### config.mk
export PLATFORM = sky130hd
export DESIGN_NAME = sw_conditioner
export DESIGN_NICKNAME = d
export VERILOG_FILES = /design/src/rtl/sw_conditioner.sv
export SDC_FILE = /design/constraint.sdc
export NUM_CORES = 1
export LEC_CHECK = 0
export CORE_ASPECT_RATIO = 1.1
export CORE_MARGIN = 3
export CORE_UTILIZATION = 40
export CTS_CLUSTER_SIZE = 12
export DETAILED_ROUTE_END_ITERATION = 8
export PLACE_DENSITY = 0.6
export SLEW_MARGIN = 20
export SYNTH_ARGS = -nofsm -noshare
export SYNTH_HDL_FRONTEND = slang
export SYNTH_SLANG_ARGS = --single-unit
### constraint.sdc
create_clock -name clk -period 3.6 [get_ports clk]
set_input_delay 0.54 -clock clk [delete_from_list [all_inputs] [get_ports clk]]
set_output_delay 0.54 -clock clk [all_outputs]
set_load 0.1 [all_outputs]
### src/rtl/sw_conditioner.sv
// Five-line switch conditioner: 2-FF synchroniser, per-bit debounce and a
// freezable output register with a one-cycle change strobe.
module sw_conditioner #(
    parameter int DEBOUNCE = 50000,
    parameter int CNT_W    = 16
) (
    input  logic       clk,
    input  logic       rst_n,
    input  logic [4:0] sw_in,
    input  logic       freeze,
    output logic       X,
    output logic       Y,
    output logic       Z,
    output logic       K,
    output logic       M,
    output logic       chg,
    output logic       busy
);

    localparam logic [CNT_W-1:0] CNT_MAX = CNT_W'(DEBOUNCE - 1);

    logic [4:0]       s1;
    logic [4:0]       s2;
    logic [4:0]       stb;
    logic [4:0]       out_q;
    logic [CNT_W-1:0] cnt [5];

    // NOTE: sequential state uses non-blocking assignments so every register
    // samples pre-edge values; blocking here would collapse s1/s2 into one stage.
    always_ff @(posedge clk or negedge rst_n) begin
        if (!rst_n) begin
            s1 <= '0;
            s2 <= '0;
        end else begin
            s1 <= sw_in;
            s2 <= s1;
        end
    end

    // A level is accepted only after DEBOUNCE consecutive mismatching samples;
    // any agreeing sample restarts the count, so short glitches leave no trace.
    always_ff @(posedge clk or negedge rst_n) begin
        if (!rst_n) begin
            stb <= '0;
            for (int i = 0; i < 5; i++) cnt[i] <= '0;
        end else begin
            for (int i = 0; i < 5; i++) begin
                if (s2[i] == stb[i]) begin
                    cnt[i] <= '0;
                end else if (cnt[i] == CNT_MAX) begin
                    stb[i] <= s2[i];
                    cnt[i] <= '0;
                end else begin
                    cnt[i] <= cnt[i] + 1'b1;
                end
            end
        end
    end

    // chg rises on the same edge out_q takes a new value; a frozen edge never pulses.
    always_ff @(posedge clk or negedge rst_n) begin
        if (!rst_n) begin
            out_q <= '0;
            chg   <= 1'b0;
        end else begin
            chg <= 1'b0;
            if (!freeze) begin
                out_q <= stb;
                chg   <= (stb != out_q);
            end
        end
    end

    // NOTE: every variable assigned in always_comb gets a default first, so no latch is inferred.
    always_comb begin
        busy = 1'b0;
        for (int i = 0; i < 5; i++) busy = busy | (cnt[i] != '0);
    end

    assign {X, Y, Z, K, M} = out_q;

endmodule
==> results_dict.tcl <==
set metrics [dict create \
    grt_pass1_wl_um 16500 \
    fin_ws_ns 0.492 \
    powerDensity_nw_per_um2 413 \
    pre_cts_ws_ns 0.848 \
    wl_um 9400 \
    io_buffers 14 \
    drt-wirelength-per-cell_um 14.3 \
    grt_max_degree 64 \
    timing_worst_slew_pin_value_ns 0.972 \
    hold_violations 0 \
    cts-resized-gates 0 \
    p_total_uw 2260 \
    post_cts_buffers 0 \
    ir_drop_mv 0.333 \
    worstSetupEndpointType "output pin" \
    status "finished, final reports clean" \
    grt_pass1_vias 3503 \
    syn_avg_cell_area_um2 10.1 \
    ctsHtreeMaxLevel 3 \
    drive_gt1_share_pct 7.91 \
    dieArea_um2 13400 \
    num_rows 41 \
    min_period_over_period_pct 86.3 \
    cts_made_buffers 9 \
    slew_headroom_pct 35.0 \
    yosysSeqAreaShare_pct 52.4 \
    gp_congestion 0.849 \
    startpoint_type "flip-flop" \
    rsz0062_at_grt "no" \
    die_height_um 121 \
    dp_hpwl_um 6700 \
    antenna_found_initial 0 \
    syn_nets 496 \
    synth-edff-count 0 \
    ios 15 \
    initial_core_util_pct 41.4 \
    insertion_delay_ns 0.35 \
    fin_worst_skew_ns 0.00637 \
    crit_path_max_fanout 6 \
    async_reset_ff_share_pct 100 \
    die_w_um 111 \
    clockBufferDepth 2 \
    ys_ff_latch 101 \
    core_um2 11600 \
    drt_iter0_drc 260 \
    syn_to_final_growth_pct 13.4 \
    drc_errors 0 \
    drv_slew 0 \
    fin_tns_setup_ns 0 \
    drt.antenna.violating_nets 0 \
    min_period_ns 3.11 \
    syn_area_um2 4820 \
    yosys_warnings 0 \
    vias 3441 \
    max-cap-violations 0 \
    grt_use_total_pct 15.2 \
    clk_pin_slew_worst_paths_ns 0.07 \
    ctsHoldBuffers 0 \
    vias_per_cell 5.25 \
    ys.flop_type "dfrtp_1" \
    setup_viol 0 \
    fmax_mhz 322 \
    drtPass1Iterations 4 \
    cts_tree "built" \
    cp.arrival_ns 2.57 \
    grt.overflow.total 0 \
    netlist_instances 478 \
    path_class "flip-flop to output pin" \
    root_buffer "clkbuf_16" \
    fin_nets 519 \
    synth_cell_types 23 \
    diodes 0 \
    clkSinkCount 101 \
    hold_path_class "input port to asynchronous set/reset pin" \
    cellLeakagePower_uw 0.00226 \
    required_ns 3.06 \
]
==> power breakdown <==
group,internal [uW],switching [uW]
registers,1150,20.5
clock network,559,417
logic,39.5,68.1
==> critical path, cell delays in order (launching register included) <==
cell and delay [ns]:
dfrtp_1 0.44, nor4_1 0.31, nand2_1 0.15, or4_1 0.52
or4_1 0.55, buf_4 0.26
==> flip-flops by register name, summed over array words and instances (netlist names) <==
| name | count |
|---|---|
| s1 | 5 |
| cnt | 80 |
| out_q | 5 |
| chg | 1 |
| s2 | 5 |
| stb | 5 |
==> placed cells by master (no fill, tap or decap), types with 4 or more instances in the layout <==
| cell | count |
|---|---|
| nor3_1 | 20 |
| o41ai_2 | 5 |
| or4_1 | 4 |
| nor4_1 | 39 |
| ha_1 | 10 |
| nor2_1 | 89 |
| nand4_1 | 20 |
| xnor2_1 | 59 |
| inv_1 | 28 |
| xor2_1 | 19 |
| nand2_1 | 23 |
| dfrtp_1 | 101 |
| clkbuf_16 | 9 |
| nand3_1 | 30 |
| mux2_2 | 10 |
| and3_1 | 4 |
| clkdlybuf4s50_1 | 12 |
| buf_4 | 7 |
==> through the flow <==
step	instances	area, um^2	util (%)	hold slack [ns]
final	656	5470	47.0	0.263
after global routing	656	5470	47.0	0.343
after CTS	656	5470	47.0	0.315
after detailed placement	640	5170	44.4	0.335
after global placement	640	5170	44.4	0.333
after floorplan	478	4820	-	0.244
==> synthesized netlist by cell type, types with 3 or more instances <==
master / number / area share [%]
and3_1: 4 / 0.52
buf_2: 3 / 0.31
clkbuf_1: 5 / 0.39
dfrtp_1: 101 / 52
ha_1: 10 / 2.6
inv_1: 28 / 2.2
mux2_2: 10 / 2.3
nand2_1: 23 / 1.8
nand3_1: 30 / 3.1
nand4_1: 20 / 2.6
nor2_1: 89 / 6.9
nor3_1: 20 / 2.1
nor4_1: 39 / 5.1
o41ai_2: 5 / 1.7
or4_1: 4 / 0.62
xnor2_1: 59 / 11
xor2_1: 19 / 3.4
==> cell families (layout without fill, tap and decap cells) <==
group | count (synthesis) | after routing | share of synthesized area (%)
buffers and inverters | 36 | 64 | 2.88
flip-flops | 101 | 101 | 52.4
multiplexers | 10 | 10 | 2.33
adder cells (fa/ha/maj) | 10 | 10 | 2.59
AND/OR/NAND/NOR | 233 | 233 | 23.3
XOR/XNOR | 78 | 78 | 14.2
AO/OA/AOI/OAI | 10 | 10 | 2.33
==> per-layer routing <==
layer  track usage [%]  part of all wire, %
met4              4.85                  1.5
met5                 0                    0
met1              19.4                   46
met2              25.2                   49
met3              4.34                  3.7
==> worst paths after layout <==
kind / startpoint / end / slack (ns) / cells after the start
setup reg to reg: cnt[64] / cnt[68] / 1.37 / 5
hold reg to reg: s1[1] / s2[1] / 0.35 / 0
min in group clk: s1[1] / s2[1] / 0.35 / 0
max in group asynchronous: rst_n / cnt[27] / 2.66 / 2
setup / recovery: cnt[52] / busy / 0.49 / 5
hold / removal: rst_n / cnt[76] / 0.26 / 1
==> cell type report <==
class / count / area [um^2]
Multi-Input combinational cell: 341 / 2160
Inverter: 28 / 105
Clock buffer: 11 / 243
Fill cell: 1049 / 6170
Clock inverter: 5 / 57.6
Sequential cell: 101 / 2530
Timing Repair Buffer: 20 / 193
Tap cell: 150 / 188
No activity file was read; power rests on OpenSTA's default activity.
==> RTL edit: new RTL, same settings <==
Change the parameter `CNT_W` from 16 to 18.
--- a/src/rtl/sw_conditioner.sv
+++ b/src/rtl/sw_conditioner.sv
@@ -2,7 +2,7 @@
 // freezable output register with a one-cycle change strobe.
 module sw_conditioner #(
     parameter int DEBOUNCE = 50000,
-    parameter int CNT_W    = 16
+    parameter int CNT_W    = 18
 ) (
     input  logic       clk,
     input  logic       rst_n,
Function: same outputs for any inputs over 10 cycles, from zero or initial values and one cycle with rst_n low; that may be too few to reach the edited logic, so the function may still have changed.
==> RTL edit against the original RTL <==
- area after synthesis grew 16%
- final area grew 13%
- clock skew up 0.0022 ns
- synthesized cell count is 17% higher
- sequential cell count up 10
- setup slack improved by 0.44 ns
- power is 6.5% higher
- critical path type unchanged
- hold slack worse by 0.046 ns
- die area rose by 15%
- wire length increased by 17%
==> RTL edit: results (changes against the original RTL) <==
r2r_slack_ns: 1.35  # was 1.37 ns
synthXorXnorAreaFrac_pct: 12.25  # was 14.16%
dr_total_vias: 4064  # was 3441
grt_pass1_vias: 3933  # was 3503
dpl.cell_count: 749  # was 640
adder_cell_share_of_the_synthesized_area_pct: 2.244  # was 2.593%
fillCellCount: 1316  # was 1049
finClkSkew_ns: 0.008525  # was 0.006367 ns
grt_max_degree: 83  # was 64
timing.max_slew.rel_slack_pct: 34.46  # was 34.96%
gpl.final_weighted_congestion: 0.8493  # was 0.8491
synthMuxAreaShare_pct: 2.019  # was 2.334%
outcome: "complete, no violations"  # unchanged
wire_length_of_the_first_global_routing_pass_um: 18900  # was 16550 um
critical_path.max_fanout: 4  # was 6
rr_endpoint: "cnt[49]"  # was cnt[68]
synth_compound_gate_area_share_pct: 4.734  # was 2.334%
number_of_cells_on_the_worst_reg_to_reg_path: 4  # was 5
clk_transition_reported_paths_ns: 0.07  # about the same
dp.final_hpwl_um: 7895  # was 6700 um
synth.area.top_cells: "sky130_fd_sc_hd__dfrtp_1 50%, sky130_fd_sc_hd__xnor2_1 9.0%, sky130_fd_sc_hd__nor2_1 6.6%"  # was sky130_fd_sc_hd__dfrtp_1 52%, sky130_fd_sc_hd__xnor2_1 11%, sky130_fd_sc_hd__nor2_1 6.9%
drive_above_1_share_pct: 6.897  # was 7.905%
total_switching_power_uw: 528.9  # was 505.5 uW
average_wire_length_per_cell_after_detail_routing_um: 14.38  # was 14.34 um
timing.rr.start: "cnt[46]"  # was cnt[64]
synth.lib_cells_used.distinct: 41  # was 23
nets: 594  # was 519
avgViaCountPerCell: 5.319  # was 5.245
report.power.total_uw: 2405  # was 2258 uW
peak_supply_drop_v: 0.0002439  # was 0.0003334 V
static-leakage-power_uw: 0.002514  # was 0.002263 uW
place_worst_setup_slack_ns: 1.320  # was 0.8483 ns
mappedNetlistNets: 579  # was 496
## RTL edit: changes by cell type in the layout (fill, tap and decap cells not counted), sizes merged, moves of 6 or more
cell   unedited run  this run
nor3             20        27
o21ai             0         7
nor2             89        98
a21oi             2         8
nand3            30        44
dfrtp           101       111
## RTL edit: critical path: stages, from the launching register on
cell and delay (ns):
sky130_fd_sc_hd__dfrtp_1 0.42, sky130_fd_sc_hd__nor4_1 0.34, sky130_fd_sc_hd__nand3_1 0.25, sky130_fd_sc_hd__nor4_1 0.33, sky130_fd_sc_hd__nand3_1 0.16, sky130_fd_sc_hd__buf_4 0.27
## RTL edit: kinds of logic (layout without fill, tap and decap cells)
family,count (synthesis),after routing
and+or+nand+nor,283,283
DFF,111,111
muxes,10,10
AOI/OAI and AO/OA,29,29
buffers and inverters,40,59
xor gates and xnor gates,78,78
adders and majority gates,10,10
## RTL edit: final cells by class
cell class / instances / area (um^2) / share of cell area (%)
multi-input cells: 410 / 2619 / 42.32
clock buffers: 12 / 256.5 / 4.145
flip-flops and latches: 111 / 2778 / 44.88
well taps: 184 / 230.2 / 3.720
clock inverters: 3 / 42.54 / 0.6874
inverters: 27 / 101.3 / 1.638
repair buffers: 17 / 161.4 / 2.608
## RTL edit: how the worst max path moves through the flow
stage            start       to  slack, ns  cells past startpoint
5_1_grt        cnt[11]     busy       0.83                      5
4_1_cts        cnt[46]     busy       0.92                      5
3_3_place_gp   cnt[29]     busy       1.36                      5
3_5_place_dp   cnt[46]  cnt[39]       1.32                      4
2_1_floorplan  cnt[11]     busy       1.10                      5
6_report       cnt[46]     busy       0.93                      5
## RTL edit: metal layers
metal	up-vias	wire (um)	GRT usage, %
li1	2006	-	-
met1	1984	5264	19.62
met2	58	5114	24.85
met3	16	364	3.554
met4	0	244	6.339
met5	-	0	0
